<file path="config.mk">
export PLATFORM = sky130hd
export DESIGN_NAME = serial_add_sub
export DESIGN_NICKNAME = d
export VERILOG_FILES = /design/src/rtl/full_adder.sv /design/src/rtl/serial_add_sub.sv
export SDC_FILE = /design/constraint.sdc
export NUM_CORES = 1
export LEC_CHECK = 0
export ABC_AREA = 1
export CAP_MARGIN = 10
export CELL_PAD_IN_SITES_DETAIL_PLACEMENT = 1
export CELL_PAD_IN_SITES_GLOBAL_PLACEMENT = 2
export CORE_ASPECT_RATIO = 1.2
export CORE_MARGIN = 3
export CORE_UTILIZATION = 31
export CTS_CLUSTER_SIZE = 16
export DETAILED_ROUTE_END_ITERATION = 8
export PLACE_DENSITY = 0.93
export SYNTH_ARGS = -nofsm -noshare
export SYNTH_HDL_FRONTEND = slang
export SYNTH_SLANG_ARGS = --single-unit
</file>
<file path="constraint.sdc">
create_clock -name CLK -period 3.9 [get_ports CLK]
set_input_delay 0.39 -clock CLK [delete_from_list [all_inputs] [get_ports CLK]]
set_output_delay 0.39 -clock CLK [all_outputs]
set_load 0.1 [all_outputs]
</file>
<file path="src/rtl/full_adder.sv">
// rtl/full_adder.sv - single-bit full adder used by the bit-serial add/sub datapath
module full_adder (
  input  logic a,
  input  logic b,
  input  logic ci,
  output logic s,
  output logic co
);

  assign s  = a ^ b ^ ci;
  assign co = (a & b) | (ci & (a ^ b));

endmodule

</file>
<file path="src/rtl/serial_add_sub.sv">
// rtl/serial_add_sub.sv - bit-serial add/subtract, LSB-first, one bit per clock
module serial_add_sub #(
  parameter int DATA_WIDTH = 32
) (
  input  logic                  CLK,
  input  logic                  RST,
  input  logic                  START,
  input  logic                  SnA,
  input  logic [DATA_WIDTH-1:0] OP1,
  input  logic [DATA_WIDTH-1:0] OP2,
  output logic                  BUSY,
  output logic                  DONE,
  output logic [DATA_WIDTH-1:0] RESULT,
  output logic                  CO,
  output logic                  OVF
);

  localparam int CW = $clog2(DATA_WIDTH);
  localparam logic [CW-1:0] LAST = CW'(DATA_WIDTH - 1);

  typedef enum logic [1:0] {
    S_IDLE = 2'd0,
    S_RUN  = 2'd1,
    S_DONE = 2'd2
  } state_t;

  state_t                state_q;
  state_t                state_d;
  logic [DATA_WIDTH-1:0] a_sr;
  logic [DATA_WIDTH-1:0] b_sr;
  logic [DATA_WIDTH-1:0] res_sr;
  logic [CW-1:0]         cnt_q;
  logic                  carry_q;
  logic                  fa_s;
  logic                  fa_co;
  logic                  last_bit;

  full_adder u_fa (
    .a  (a_sr[0]),
    .b  (b_sr[0]),
    .ci (carry_q),
    .s  (fa_s),
    .co (fa_co)
  );

  assign last_bit = (cnt_q == LAST);

  always_comb begin
    state_d = state_q;
    BUSY    = 1'b0;
    DONE    = 1'b0;
    case (state_q)
      S_IDLE: begin
        if (START) state_d = S_RUN;
      end
      S_RUN: begin
        BUSY = 1'b1;
        if (last_bit) state_d = S_DONE;
      end
      S_DONE: begin
        BUSY    = 1'b1;
        DONE    = 1'b1;
        state_d = S_IDLE;
      end
      default: state_d = S_IDLE;
    endcase
  end

  always_ff @(posedge CLK) begin
    if (!RST) begin
      state_q <= S_IDLE;
      a_sr    <= '0;
      b_sr    <= '0;
      res_sr  <= '0;
      cnt_q   <= '0;
      carry_q <= 1'b0;
      RESULT  <= '0;
      CO      <= 1'b0;
      OVF     <= 1'b0;
    end else begin
      state_q <= state_d;
      case (state_q)
        S_IDLE: begin
          if (START) begin
            // Subtraction is OP1 + ~OP2 + 1: invert B here, the +1 rides in on the carry.
            a_sr    <= OP1;
            b_sr    <= SnA ? ~OP2 : OP2;
            carry_q <= SnA;
            cnt_q   <= '0;
          end
        end
        S_RUN: begin
          a_sr    <= {1'b0, a_sr[DATA_WIDTH-1:1]};
          b_sr    <= {1'b0, b_sr[DATA_WIDTH-1:1]};
          res_sr  <= {fa_s, res_sr[DATA_WIDTH-1:1]};
          carry_q <= fa_co;
          cnt_q   <= cnt_q + CW'(1);
          if (last_bit) begin
            // carry_q still holds the carry into the MSB at this edge.
            RESULT <= {fa_s, res_sr[DATA_WIDTH-1:1]};
            CO     <= fa_co;
            OVF    <= carry_q ^ fa_co;
          end
        end
        default: ;
      endcase
    end
  end

endmodule

</file>
==> run metrics <==
Placeable Area roughly 19000 sq um; synth cell count leaders 298 x nand2_1, 256 x nor2_1, 137 x dfxtp_1, 95 x o21ai_0, 41 x a21oi_1; Min-Delay Path Class register to register; Clock Latency Late Sink 0.41 ns; Yosys warning count 0; Leak ~0.0032 uW; IO Count 104; DR vias slightly below 6000; final clock period utilization by the worst path between 70% and 80%; Slew Limit Headroom ~30%; Slew Viols, Final 0; RSZ-0062 raised after global routing false; flip-flop and latch area roughly 2700 sq um; Total Routing Usage GR between 10% and 20%; CTS tree yes; wire per inst roughly 12 um; Synth Instances just over 900; Critical Path Sink Type output port; I/O Buffers 103; status finished, final reports clean; cts hold-fix bufs 0; Inserted Clock Buffers 17; dpl ws 1.56 ns; first-pass GRT wire length 26700 um; Final Util between 40% and 50%; maximum VDD drop 0.000320 V; row cnt 55; Worst Max-Slew Pin Slew 1.05 ns; WP data required 3.51 ns; CP peak stage delay approximately 1.2 ns; unique cell type count in the Yosys netlist 22; fin cells approximately 1300; vias in the first global route approximately 5800; CP arrival 2.36 ns; FILL cells 2495; GRT overflow 0; initial antenna violation count 0; number of antenna diodes 0; setup TNS 0 ns; Die H between 150 and 200 um; max capacitance violation total 0; Mean Syn Cell Area between 6 and 7 sq um; post_cts resized 0; Crit Path Category register to output port; layout net count between 1000 and 1500; CTS sink cnt between 100 and 150; Synth top area share a little under half; Pre-antenna DRT Iters 4; dpl cells 1227; DRT iter0 DRCs roughly 270; share of layout cells above drive strength 1 around 4.4%; Die Area roughly 21000 sq um; Via density between 4 and 5; top routing layer used met4; ys async rst share 0%; Total Wirelength around 16000 um; sequential share of the synthesized area approximately 45%; WL met2 between 7000 and 8000 um; DRC errors left 0; met3 WL 540 um; skew final approximately 0.009 ns; CTS max path bufs 2; Netlist Area Pre-Place between 6000 and 7000 sq um; post-synth net total 1000; synth-to-layout area growth 27.2%; Yosys reg bits 137; largest net degree at the start of global routing 101; Post-synth EDFFs 0; top cells by area, synth dfxtp_1 45%, nand2_1 18%, nor2_1 16%; Die X roughly 130 um; crit-path max FO 3; clock root buffer clkbuf_16; multi-input logic area roughly 3000 sq um; post-route ant nets 0; Post-DP HPWL around 9700 um; Synth area leader dfxtp_1; crit start category register; final worst slack around 1.2 ns; Setup violations, final 0; Hold Vio Cnt, Final 0; fin crit period between 2 and 3 ns; worst hold slack approximately 0.46 ns; CP max-delay cell clkdlybuf4s50_1; Worst-path clk slew 0.05 ns; main flop type after synthesis dfxtp_1; starting density of the core 31.9%; postcts setup bufs 0; most numerous cell in the Yosys netlist nand2_1; Cell Pwr Density between 500 and 600 nW/um^2; H-Tree Depth 4; met1 wire length approximately 7300 um; GP Congestion between 0.7 and 0.8; cells along the critical path inv_1 -> ha_1 -> clkdlybuf4s50_1; highest clock rate ~360 MHz
## final timing paths
kind,from,to,slack (ns),cells after the start
min reg2reg,b_sr[31],b_sr[31],0.46,2
max reg2reg,cnt_q[1],state_q[1],1.62,7
min,b_sr[31],b_sr[31],0.46,2
max,state_q[0],BUSY,1.15,3
## report_power, final
part	leakage [uW]	switching, uW	internal (uW)
Sequential	0.00112	57.3	1520
Clock	0.000296	600	1040
Combinational	0.00183	454	236
Total	0.00324	1110	2790
## area by class of cell
class | instances | share of cell area [%]
tap | 256 | 4.14
timing repair buffer | 106 | 13.5
sequential | 137 | 35.5
clock inverter | 12 | 1.91
clock buffer | 20 | 5.91
multi-input combinational | 714 | 38.4
inverter | 14 | 0.696
## per-layer routing
metal  up-vias  GRT usage, %
li1       3011             -
met1      2662          17.9
met2        76          26.5
met3        16          3.19
met4         0          4.96
met5         -             0
## per-stage QoR
step	total power (uW)	cell area, sq um
floorplan	2120	6080
global placement	2290	7120
finish	3900	7730
CTS	3960	7730
global route	4140	7730
detailed placement	2310	7120
## layout by cell type (no fill, tap or decap)
cell,instances
nand2_1,298
clkdlybuf4s50_1,101
o21ai_0,95
buf_2,2
fa_1,1
nor2_1,256
clkbuf_16,17
nand2_4,1
and3_1,1
clkinv_2,6
inv_2,2
clkinv_4,1
o21ai_1,4
dfxtp_1,137
buf_4,3
bufinv_16,3
clkbuf_1,1
xnor2_1,1
nand3_1,6
nand2_2,3
ha_4,1
clkbuf_8,2
ha_1,4
a211oi_1,1
clkinvlp_4,2
inv_6,1
inv_1,10
clkinv_1,1
nand4_1,1
a21oi_1,41
## registers in the layout, summed over array words and instances, names as in the netlist
name,count
RESULT,32
OVF,1
b_sr,32
CO,1
cnt_q,5
state_q,2
carry_q,1
a_sr,32
res_sr,31
## cells by family (layout without fill, tap and decap cells)
kind of cell	Yosys count	after routing	share of synthesized area, %
buffers and inverters	75	152	6.30
and+or+nand+nor	566	566	35.4
DFF	137	137	45.1
AOI/OAI and AO/OA	141	141	11.7
xor gates and xnor gates	1	1	0.144
adders and majority gates	6	6	1.36
## critical path: cells and delay by family (launching register included)
family / cells / cell delay, ns
adders and majority gates: 1 / 0.33
DFF: 1 / 0.37
buffers and inverters: 2 / 1.25
Note: power is estimated with default switching activity, not from simulation.
